**config.mk**
```make
export PLATFORM = sky130hd
export DESIGN_NAME = alu_seq_muldiv
export DESIGN_NICKNAME = d
export VERILOG_FILES = /design/src/rtl/alu_pkg.sv /design/src/rtl/alu_iter_muldiv.sv /design/src/rtl/alu_seq_muldiv.sv
export SDC_FILE = /design/constraint.sdc
export NUM_CORES = 1
export LEC_CHECK = 0
export CAP_MARGIN = 20
export CORE_ASPECT_RATIO = 1.2
export CORE_MARGIN = 1
export CORE_UTILIZATION = 55
export CTS_CLUSTER_SIZE = 28
export DETAILED_ROUTE_END_ITERATION = 8
export DONT_BUFFER_PORTS = 1
export HOLD_SLACK_MARGIN = 0.02
export PLACE_DENSITY = 0.72
export SETUP_SLACK_MARGIN = 0.02
export SYNTH_ARGS = -nofsm -noshare
export SYNTH_HDL_FRONTEND = slang
export SYNTH_SLANG_ARGS = --single-unit
```
**constraint.sdc**
```tcl
create_clock -name CLK -period 5.61 [get_ports CLK]
set_input_delay 1.122 -clock CLK [delete_from_list [all_inputs] [get_ports CLK]]
set_output_delay 1.122 -clock CLK [all_outputs]
set_load 0.05 [all_outputs]
```
**src/rtl/alu_pkg.sv**
```systemverilog
// Shared opcode map and FSM state encoding for the sequential multiply/divide ALU.
package alu_pkg;

    localparam int unsigned OPW = 4;

    localparam logic [OPW-1:0] ALU_AND  = 4'b0000;
    localparam logic [OPW-1:0] ALU_OR   = 4'b0001;
    localparam logic [OPW-1:0] ALU_ADD  = 4'b0010;
    localparam logic [OPW-1:0] ALU_XOR  = 4'b0011;
    localparam logic [OPW-1:0] ALU_SUB  = 4'b0100;
    localparam logic [OPW-1:0] ALU_MULU = 4'b0101;
    localparam logic [OPW-1:0] ALU_SLTU = 4'b0110;
    localparam logic [OPW-1:0] ALU_SLT  = 4'b0111;
    localparam logic [OPW-1:0] ALU_NOR  = 4'b1000;
    localparam logic [OPW-1:0] ALU_DIVU = 4'b1001;

    typedef enum logic [1:0] {
        ST_IDLE = 2'd0,
        ST_MUL  = 2'd1,
        ST_DIV  = 2'd2,
        ST_DONE = 2'd3
    } state_t;

endpackage

```
**src/rtl/alu_iter_muldiv.sv**
```systemverilog
// One-bit-per-clock shift-add multiplier / restoring divider sharing a 2*WIDTH accumulator.
// acc_nxt_c exposes the post-step accumulator so the caller can capture the final result on the last step.
module alu_iter_muldiv #(
    parameter int unsigned WIDTH = 32
) (
    input  logic                 clk,
    input  logic                 rst,
    input  logic                 load,
    input  logic                 step,
    input  logic                 div,
    input  logic [WIDTH-1:0]     a,
    input  logic [WIDTH-1:0]     b,
    output logic [2*WIDTH-1:0]   acc_nxt_c
);

    logic [2*WIDTH-1:0] acc;
    logic [WIDTH-1:0]   op_q;
    logic               div_q;
    logic [WIDTH:0]     psum;
    logic [WIDTH:0]     rs;
    logic [WIDTH:0]     trial;
    logic [2*WIDTH-1:0] mul_nxt;
    logic [2*WIDTH-1:0] div_nxt;

    // acc = {partial/remainder, multiplier/quotient}; A sits in the low half after load
    always_comb begin
        psum    = {1'b0, acc[2*WIDTH-1:WIDTH]} + (acc[0] ? {1'b0, op_q} : '0);
        mul_nxt = {psum, acc[WIDTH-1:1]};
        rs      = acc[2*WIDTH-1:WIDTH-1];
        trial   = rs - {1'b0, op_q};
        // remainder stays below the divisor, so trial's top bit is its sign
        div_nxt = trial[WIDTH] ? {rs[WIDTH-1:0], acc[WIDTH-2:0], 1'b0}
                               : {trial[WIDTH-1:0], acc[WIDTH-2:0], 1'b1};
        acc_nxt_c = acc;
        if (load) begin
            acc_nxt_c = {WIDTH'(0), a};
        end else if (step) begin
            acc_nxt_c = div_q ? div_nxt : mul_nxt;
        end
    end

    always_ff @(posedge clk) begin
        if (rst) begin
            acc   <= '0;
            op_q  <= '0;
            div_q <= 1'b0;
        end else begin
            acc <= acc_nxt_c;
            if (load) begin
                op_q  <= b;
                div_q <= div;
            end
        end
    end

endmodule

```
**src/rtl/alu_seq_muldiv.sv**
```systemverilog
// Multi-cycle ALU: single-cycle logic/arith ops plus iterative unsigned MUL/DIVU with
// a Start/Busy/Done handshake; all results and flags are held in output registers.
module alu_seq_muldiv
    import alu_pkg::*;
#(
    parameter int unsigned WIDTH = 32
) (
    input  logic             CLK,
    input  logic             RST,
    input  logic             Start,
    input  logic [3:0]       ALUControl,
    input  logic [WIDTH-1:0] SrcA,
    input  logic [WIDTH-1:0] SrcB,
    output logic             Busy,
    output logic             Done,
    output logic [WIDTH-1:0] Lo,
    output logic [WIDTH-1:0] Hi,
    output logic             Zero,
    output logic             Overflow,
    output logic             DivZero
);

    localparam int unsigned CW = $clog2(WIDTH);

    state_t             state, state_nxt;
    logic [CW-1:0]      cnt;
    logic               accept, load, step, wr_single, wr_iter;
    logic [WIDTH-1:0]   sum_c, diff_c;
    logic [WIDTH-1:0]   single_lo, single_hi;
    logic               single_ovf, single_dz;
    logic [2*WIDTH-1:0] acc_nxt_c;

    alu_iter_muldiv #(.WIDTH(WIDTH)) u_iter (
        .clk       (CLK),
        .rst       (RST),
        .load      (load),
        .step      (step),
        .div       (ALUControl == ALU_DIVU),
        .a         (SrcA),
        .b         (SrcB),
        .acc_nxt_c (acc_nxt_c)
    );

    // Results of every op that completes in the accept cycle (including DIVU by zero)
    always_comb begin
        sum_c      = SrcA + SrcB;
        diff_c     = SrcA - SrcB;
        single_lo  = '0;
        single_hi  = '0;
        single_ovf = 1'b0;
        single_dz  = 1'b0;
        case (ALUControl)
            ALU_AND:  single_lo = SrcA & SrcB;
            ALU_OR:   single_lo = SrcA | SrcB;
            ALU_XOR:  single_lo = SrcA ^ SrcB;
            ALU_NOR:  single_lo = ~(SrcA | SrcB);
            ALU_ADD: begin
                single_lo  = sum_c;
                single_ovf = (SrcA[WIDTH-1] == SrcB[WIDTH-1]) && (sum_c[WIDTH-1] != SrcA[WIDTH-1]);
            end
            ALU_SUB: begin
                single_lo  = diff_c;
                single_ovf = (SrcA[WIDTH-1] != SrcB[WIDTH-1]) && (diff_c[WIDTH-1] != SrcA[WIDTH-1]);
            end
            ALU_SLTU: single_lo = WIDTH'(SrcA < SrcB);
            ALU_SLT:  single_lo = WIDTH'($signed(SrcA) < $signed(SrcB));
            ALU_DIVU: begin
                single_lo = '1;
                single_hi = SrcA;
                single_dz = 1'b1;
            end
            default: ;
        endcase
    end

    always_ff @(posedge CLK) begin
        if (RST) state <= ST_IDLE;
        else     state <= state_nxt;
    end

    always_comb begin
        state_nxt = state;
        accept    = 1'b0;
        load      = 1'b0;
        step      = 1'b0;
        wr_single = 1'b0;
        wr_iter   = 1'b0;
        case (state)
            ST_IDLE: begin
                if (Start) begin
                    accept = 1'b1;
                    if (ALUControl == ALU_MULU) begin
                        load      = 1'b1;
                        state_nxt = ST_MUL;
                    end else if (ALUControl == ALU_DIVU && SrcB != '0) begin
                        load      = 1'b1;
                        state_nxt = ST_DIV;
                    end else begin
                        wr_single = 1'b1;
                        state_nxt = ST_DONE;
                    end
                end
            end
            ST_MUL, ST_DIV: begin
                step = 1'b1;
                if (cnt == CW'(WIDTH - 1)) begin
                    wr_iter   = 1'b1;
                    state_nxt = ST_DONE;
                end
            end
            ST_DONE: state_nxt = ST_IDLE;
            default: state_nxt = ST_IDLE;
        endcase
    end

    always_ff @(posedge CLK) begin
        if (RST)         cnt <= '0;
        else if (accept) cnt <= '0;
        else if (step)   cnt <= cnt + CW'(1);
    end

    // Busy/Done follow the next state so they line up with the state register
    always_ff @(posedge CLK) begin
        if (RST) begin
            Busy     <= 1'b0;
            Done     <= 1'b0;
            Lo       <= '0;
            Hi       <= '0;
            Zero     <= 1'b1;
            Overflow <= 1'b0;
            DivZero  <= 1'b0;
        end else begin
            Busy <= (state_nxt == ST_MUL) || (state_nxt == ST_DIV);
            Done <= (state_nxt == ST_DONE);
            if (accept) begin
                Overflow <= 1'b0;
                DivZero  <= 1'b0;
            end
            if (wr_single) begin
                Lo       <= single_lo;
                Hi       <= single_hi;
                Zero     <= (single_lo == '0);
                Overflow <= single_ovf;
                DivZero  <= single_dz;
            end
            if (wr_iter) begin
                Lo   <= acc_nxt_c[WIDTH-1:0];
                Hi   <= acc_nxt_c[2*WIDTH-1:WIDTH];
                Zero <= (acc_nxt_c[WIDTH-1:0] == '0);
            end
        end
    end

endmodule

```
### Yosys cells after proc, flatten, opt, wreduce, memory -nomap -nowiden

Index checks and enable logic that the tools add are counted.

| storage, ports and cells | value |
|---|---|
| flip-flop bits (word level) | 173 |
| input port bits | 71 |
| word-level logic and storage cells | 92 |

| operators by class | value |
|---|---|
| bitwise logic cells | 4 |
| equality and inequality tests | 20 |
| add/subtract/negate cells | 5 |
| magnitude comparators | 2 |
| mux-type cells | 36 |
| reduce and logical (&&, ||, !) cells | 13 |

Operators with widths:

| operator | number |
|---|---|
| one-hot mux 32 bit (9 select lines) | 1 |
| 2-to-1 mux 64 bit | 4 |
| 2-to-1 mux 32 bit | 6 |
| zero test 32 bit | 2 |
| less-than comparator 32 bit | 2 |
| adder 32 x 33 -> 33 bit | 1 |
| subtractor 33 x 32 -> 33 bit | 1 |
| adder 32 bit | 1 |
| bitwise AND 32 bit | 1 |
| NOT 32 bit | 1 |
| bitwise OR 32 bit | 1 |
| nonzero test 32 bit | 1 |
| subtractor 32 bit | 1 |
| XOR 32 bit | 1 |
| 2-to-1 mux 1 bit | 20 |
| equality test 4 x 3 -> 1 bit, second input constant | 4 |
| equality test 2 bit, second input constant | 4 |
| equality test 4 x 2 -> 1 bit, second input constant | 2 |
| equality test 4 bit, second input constant | 2 |
| 2-to-1 mux 2 bit | 3 |
| one-hot mux 2 bit (3 select lines) | 1 |
| adder 5 x 1 -> 5 bit, second input constant | 1 |
| equality test 5 bit, second input constant | 1 |
| equality test 2 x 1 -> 1 bit, second input constant | 2 |
| 10 further kinds | 16 |

### Longest topological paths before layout

Gate-level depths: netlist of run 1.

| logic depth | value |
|---|---|
| word-level depth | 9 |
| depth in mapped cells | 17 |
| depth with buffers taken out | 16 |

### Cells and area by module

Synthesis of run 1 repeated with hierarchy kept, for this count alone.

| unflattened totals | value |
|---|---|
| cells, all modules | 2519 |
| area total of the unflattened synthesis | 18251.3 um2 |

Modules (own cells, without submodules):

| module | area an instance (um2) | instances | cells each |
|---|---|---|---|
| alu_seq_muldiv | 9185.1 | 1 | 1286 |
| alu_iter_muldiv | 9066.2 | 1 | 1233 |

### Least setup slack after synthesis of run 1

Ideal clock, no wire load.

| timing | value |
|---|---|
| path kind | input to register |
| start | input port SrcA[0] |
| end | register Zero |
| data arrival time | 4257 ps |
| stages on the path | 15 |
| required time | 5543 ps |
| path buffers | 0 |
| slack | 1286 ps |
| cell sequence | ha_1 > inv_1 > fa_1 > nand2b_1 > a211oi_2 > o31ai_2 > a211oi_1 > xnor2_1 > o221ai_1 > or4b_1 > nor4_2 > o2111ai_1 > or4_1 > nand4b_4 > o21ai_2 |

| between the ends | value |
|---|---|
| word-level cells in the longest chain between the ends | 6 |
| elaborated cells between the ends (all ways) | 14 |
| classes of those cells | add/sub: 2; order compare: 2; mux: 4; bitwise: 4; reduce/logical: 2 |

RTL lines:

| element | RTL line | RTL |
|---|---|---|
| from (decl) | alu_seq_muldiv.sv:12 | `input logic [WIDTH-1:0] SrcA,` |
| parallel branches: the longest is 5 deep, another holds subtractor 32 bit | - |  |
| 2-to-1 mux 1 bit * | alu_seq_muldiv.sv:146 | `if (wr_iter) begin` |
| to (signal assigned) | alu_seq_muldiv.sv:142 | `Zero <= (single_lo == '0);` |
| to (signal assigned) | alu_seq_muldiv.sv:149 | `Zero <= (acc_nxt_c[WIDTH-1:0] == '0);` |
| to (decl) | alu_seq_muldiv.sv:18 | `output logic Zero,` |

Every way passes the cells marked *. The select of a mux whose other input is x is not followed.
A chain may end at the register's enable or synchronous reset.

### Worst setup path in the final report of run 1

| timing | value |
|---|---|
| start | input port SrcB[1] |
| end | register Lo[31] |

| between the ends | value |
|---|---|
| word-level cells in the longest chain between the ends | 8 |
| elaborated cells between the ends (all ways) | 17 |
| classes of those cells | add/sub: 2; mux: 12; reduce/logical: 3 |

RTL lines:

| element | RTL line | RTL |
|---|---|---|
| from (decl) | alu_seq_muldiv.sv:13 | `input logic [WIDTH-1:0] SrcB,` |
| parallel branches: the longest is 8 deep, another holds subtractor 32 bit | - |  |
| to (signal assigned) | alu_seq_muldiv.sv:140 | `Lo <= single_lo;` |
| to (signal assigned) | alu_seq_muldiv.sv:147 | `Lo <= acc_nxt_c[WIDTH-1:0];` |
| to (decl) | alu_seq_muldiv.sv:16 | `output logic [WIDTH-1:0] Lo,` |

Parallel ways; which one is timed is not known. The select of a mux whose other input is x is not followed.

==> flow_summary.ini, run 1 <==
[critical_path]
cpMaxStageDelayCell = a31oi_1
cp_common_cell = o21ai_0
crit_type = input pin to flop
startpoint_type = input pin
r2r_slack_ns = 1.01
slowest_delay_ns = 0.63
critPathTopFamily = compound AO/OA/AOI/OAI gates
worstPathRequired_ns = 5.99
arrival_ns = 5.02
cp_max_fo = 6
end_kind = flop
crit_chain = inv_1 > ha_1 > a211oi_1 > o21bai_1 > a21oi_1 > o21ai_0 > a31oi_1 > o221ai_1 > a2111oi_0 > or3_1 > mux2i_1 > o21ai_0 > o21ai_0 > a21oi_1
crit_buf_inv = 1

[outcome]
outcome = finished clean

[logic_synthesis]
yosysMostFrequentCell = nor2_1
synthFlopType = dfxtp_1
yosys.area.top_type = dfxtp_1
synth_area_leaders = dfxtp_1 (20%), ha_1 (12%), a21oi_1 (7.3%)
synthDistinctLibCells = 93
avgSynthCellArea_um2 = 7.06
synth-edff-count = 0
ys_seq_area_share_pct = 20.0
ys_seq_elements = 173
synth_area_um2 = 17300
syn_nets = 2690
synth_common_cells = nor2_1 (281), nand2_1 (269), a21oi_1 (251), dfxtp_1 (173), ha_1 (168)
netlist_instances = 2447
ys_async_sr_fraction_pct = 0
synth_top_area_share_pct = 20.0
yosysWarnings = 0

[power_and_ir_drop]
powerDensity_nw_per_um2 = 399
ir_worst_vdd_uv = 449
p_leak_nw = 7.27

[timing]
rsz0062_at_grt = no
worst_slew_pin_slew_ns = 1.11
skew_ns = 0.0122
fin_ws_ns = 0.967
period_needed_ns = 4.64
relSlewSlack_pct = 25.7
setup_tns_ns = 0
max_freq_mhz = 215
fin_crit_sh_pct = 82.8
hold_viol = 0
finalMaxSlewViolations = 0
setup_viol = 0
hold-worst-slack_ns = 0.469

[cts]
worstSkewPairLatency_ns = 0.44
cts_setup_buffers = 0
h-tree-depth = 4
cts-resized-gates = 0
path_clk_slew_ns = 0.07
clock_path_buffers = 2
cts_tree = yes
ctsHoldBuffers = 0
cts_buffers = 17
clock_sinks = 173
clock-root-buffer = clkbuf_16

[placement]
dpl_cell_area_um2 = 17500
dp_hpwl_um = 50900
dp_slack_ns = 0.725
gp_congestion = 1.06
io_buffers = 0

[run]
max-cap-violations = 0

[layout]
seq_area_um2 = 3460
area_growth_pct = 4.71
final_nets = 2594
fillers = 2921
utilization_pct = 59.0
drive_gt1_share_pct = 4.95
multiInputGateArea_um2 = 12700
diodes = 0
design_area_um2 = 18100

[drt]
post_drt_via_cell_ratio = 6.77
totalWireLength_um = 68100
wl_per_cell_um = 24.7
firstDrtPassIters = 6
drt_iter0_drc = 2035
antenna_left = 0
vias = 18669
route.detailed.drc = 0

[floorplan]
core_um2 = 30700
die_h_um = 196
num_rows = 70
io_pins = 140
die_w_um = 164
die_area_um2 = 32100
start_util_pct = 56.4

[worst_hold_path]
hold_class = flop to flop

[global_route]
grt.total_usage_pct = 41.6
grt_max_degree = 140
antenna_found_initial = 3
overflow = 0
grt_pass1_vias = 17283
grt_pass1_wl_um = 102000
==> cells in the final DEF, fill, tap and decap left out, drive strengths merged, types with 11 or more instances in the layout <==
master  instances
a21o           40
o21bai         11
dfxtp         173
xnor2          39
o21ai         175
buf            32
o211ai         26
a31oi          33
a211oi         42
o21a           17
nand3          31
a211o          12
inv           158
nand2b         24
nand2         269
o31ai          16
or2            11
and2           46
nor2b          22
ha            168
a221oi         14
o22ai          25
xor2           24
mux2i          62
nor2          281
nor3           41
clkbuf         18
nand4          29
a21oi         255
nor4           35
nand3b         21
a22oi          37
o311ai         11
==> report_power, final <==
group          switching, mW  internal, mW  total [mW]
logic                   2.70          1.49        4.19
clock network          0.542         0.668        1.21
registers              0.356          1.45        1.81
total                   3.60          3.61        7.21
==> routing by layer <==
metal	GRT usage (%)	up-vias	wire length, um
met4	23.0	6	3950
met2	66.0	1039	30300
met5	0	-	49
met3	9.81	228	6880
met1	51.6	8765	26900
li1	-	8631	-
==> kinds of logic (layout without fill, tap and decap cells) <==
family / Yosys count / in the layout / share of synthesized area, %
AO/OA/AOI/OAI: 821 / 821 / 30.5
adder cells (fa/ha/maj): 172 / 172 / 12.6
flip-flops: 173 / 173 / 20.0
XOR/XNOR: 63 / 63 / 3.19
multiplexers: 65 / 65 / 3.79
buffers and inverters: 303 / 219 / 6.79
AND/OR/NAND/NOR: 850 / 850 / 23.0
==> state kept, by name (all words and copies together) (netlist names) <==
register and count:
Busy 1, DivZero 1, Done 1, Hi 32
Lo 32, Overflow 1, Zero 1, cnt 5
state 2, u_iter.acc 64, u_iter.div_q 1, u_iter.op_q 32
==> worst register-to-register path, delay by kind of cell (launching register included) <==
family / cells / cell delay [ns]
AOI/OAI and AO/OA: 10 / 2.82
adders and majority gates: 2 / 0.61
buffers and inverters: 3 / 0.56
DFF: 1 / 0.32
xor gates and xnor gates: 1 / 0.16
==> per-stage QoR <==
| stage | instances | power (mW) |
|---|---|---|
| after floorplan | 2447 | 4.82 |
| after global placement | 2728 | 5.80 |
| after detailed placement | 2728 | 5.87 |
| after CTS | 2759 | 7.09 |
| after global routing | 2759 | 7.65 |
| final | 2759 | 7.21 |
==> worst paths after layout <==
path                   startpoint         endpoint  depth (start not counted)
setup / recovery          SrcB[1]           Lo[31]                         14
setup reg to reg   u_iter.acc[31]            Hi[6]                         16
hold / removal    u_iter.op_q[31]  u_iter.op_q[31]                          2
hold reg to reg   u_iter.op_q[31]  u_iter.op_q[31]                          2
==> layout make-up <==
type	count	share of cell area, %
Clock buffer	18	2.43
Clock inverter	13	0.775
Inverter	156	3.24
Multi-Input combinational cell	1971	70.3
Timing Repair Buffer	32	1.40
Sequential cell	173	19.2
Tap cell	396	2.74
(Power assumes the default switching activity.)
==> run 2, diff against run 1 <==
==> constraint.sdc (replaced) <==
create_clock -name CLK -period 4.6 [get_ports CLK]
set_input_delay 0.92 -clock CLK [delete_from_list [all_inputs] [get_ports CLK]]
set_output_delay 0.92 -clock CLK [all_outputs]
set_load 0.05 [all_outputs]
==> run 2 against run 1 <==
  * Non-clock buffer count up 76
  * Worst hold slack better by 0.0038 ns
  * Global-route usage up 1.1 points
  * Design area up 3.2%
  * Critical path depth up 1
  * Sequential power up 22%
  * Power up 24%
  * Register-to-register slack worse by 0.74 ns
  * Utilization up 1.9 points
  * Via count up 1.4%
  * Clock power up 18%
  * Critical path type unchanged
  * Largest cell class unchanged
==> flow_summary.ini, run 2 (synthesized netlist as in run 1, its figures left out) <==
[outcome]
outcome = finished clean

[drt]
vias = 18929
wl_per_cell_um = 24.4
antenna_left = 0
firstDrtPassIters = 8
route.detailed.drc = 0
drt_iter0_drc = 1992
post_drt_via_cell_ratio = 6.67
totalWireLength_um = 69200

[critical_path]
crit_end = Zero
r2r_end = Hi[31]
startpoint_type = input pin
r2r_slack_ns = 0.27
cp_max_fo = 5
rr_startpoint = u_iter.acc[0]
end_kind = flop
r2r_cells = 15
startpoint = SrcB[3]
arrival_ns = 4.77
crit_type = input pin to flop
worstPathRequired_ns = 4.99

[timing]
relSlewSlack_pct = 28.6
period_needed_ns = 4.38
fin_crit_sh_pct = 95.3
hold-worst-slack_ns = 0.472
hold_viol = 0
worst_slew_pin_slew_ns = 1.06
rsz0062_at_grt = no
max_freq_mhz = 228
setup_viol = 0
skew_ns = 0.0157
setup_tns_ns = 0
finalMaxSlewViolations = 0

[cts]
h-tree-depth = 4
worstSkewPairLatency_ns = 0.45
clock_path_buffers = 2
cts-resized-gates = 0
cts_setup_buffers = 0
cts_tree = yes
ctsHoldBuffers = 0
clock-root-buffer = clkbuf_16
path_clk_slew_ns = 0.08
cts_buffers = 17
clock_sinks = 173

[worst_hold_path]
hold_class = flop to flop

[global_route]
grt_max_degree = 140
overflow = 0
grt_pass1_wl_um = 104000
antenna_found_initial = 2
grt.total_usage_pct = 42.7
grt_pass1_vias = 17817

[layout]
multiInputGateArea_um2 = 12700
design_area_um2 = 18700
final_nets = 2670
seq_area_um2 = 3460
drive_gt1_share_pct = 7.91
largest_register_ffs = 64
largest_register = u_iter.acc
layout.cells.most_common = nor2_1
final_cell_mix = nor2_1 (279), nand2_1 (268), a21oi_1 (251), dfxtp_1 (172), ha_1 (167)
fillers = 2933
diodes = 0
area_growth_pct = 8.02
layoutNonFillerInstCount = 2836

[floorplan]
die_area_um2 = 32100
core_um2 = 30700
num_rows = 70
start_util_pct = 56.4
io_pins = 140
die_w_um = 164
die_h_um = 196

[run]
max-cap-violations = 0

[power_and_ir_drop]
ir_worst_vdd_uv = 1340
powerDensity_nw_per_um2 = 478
p_leak_nw = 7.62

[placement]
dpl_cell_area_um2 = 18100
dp_hpwl_um = 52900
place_inst = 2804
io_buffers = 0
gp_congestion = 1.03
==> run 2: worst min-delay path by stage <==
stage | startpoint | end | slack [ns] | cells past startpoint
floorplan | u_iter.op_q[10] | u_iter.op_q[10] | 0.44 | 2
detailed placement | u_iter.op_q[1] | u_iter.op_q[1] | 0.46 | 2
global route | u_iter.op_q[3] | u_iter.op_q[3] | 0.50 | 2
CTS | u_iter.op_q[1] | u_iter.op_q[1] | 0.47 | 2
finish | u_iter.op_q[1] | u_iter.op_q[1] | 0.47 | 2
global placement | u_iter.op_q[1] | u_iter.op_q[1] | 0.46 | 2
==> run 2: where the power goes <==
group	total, mW	internal (mW)	switching [mW]
clock network	1.43	0.757	0.670
logic	5.28	1.99	3.28
registers	2.21	1.77	0.440
total	8.92	4.52	4.39
==> run 2: cell type report <==
type                    instances  share of cell area [%]
multi-input cells            1971                    68.1
clock buffers                  19                    2.32
repair buffers                108                    4.48
well taps                     396                    2.65
inverters                     156                    3.14
clock inverters                13                   0.697
flip-flops and latches        173                    18.6
==> run 2: worst max-delay path: stages <==
cell       delay [ns]
inv_1            0.04
ha_1             0.29
buf_4            0.16
nor2b_1          0.15
a2111o_1         0.48
a211oi_2         0.34
nor4_1           0.08
a2111oi_0        0.79
buf_4            0.24
nand4_1          0.16
nor4_2           0.28
o2111ai_1        0.14
or4_1            0.41
nand4b_4         0.18
o21ai_2          0.11
==> run 2: layer usage <==
| layer | wire, um | vias up | GRT usage [%] | part of all wire [%] |
|---|---|---|---|---|
| met3 | 6810 | 212 | 10.3 | 9.8 |
| met4 | 3740 | 2 | 22.3 | 5.4 |
| met5 | 13 | - | 0 | 0.019 |
| met1 | 27100 | 8942 | 51.7 | 39 |
| met2 | 31500 | 996 | 69.5 | 46 |
| li1 | - | 8777 | - | - |
==> run 2: per-stage QoR <==
stage / setup WS, ns / utilization (%) / power, mW
after CTS: 0.197 / 60.9 / 8.78
final: 0.216 / 60.9 / 8.92
after global routing: 0.0349 / 60.9 / 9.50
after detailed placement: -0.131 / 59.0 / 7.34
after floorplan: 0.478 / - / 5.88
after global placement: -0.190 / 59.0 / 7.27
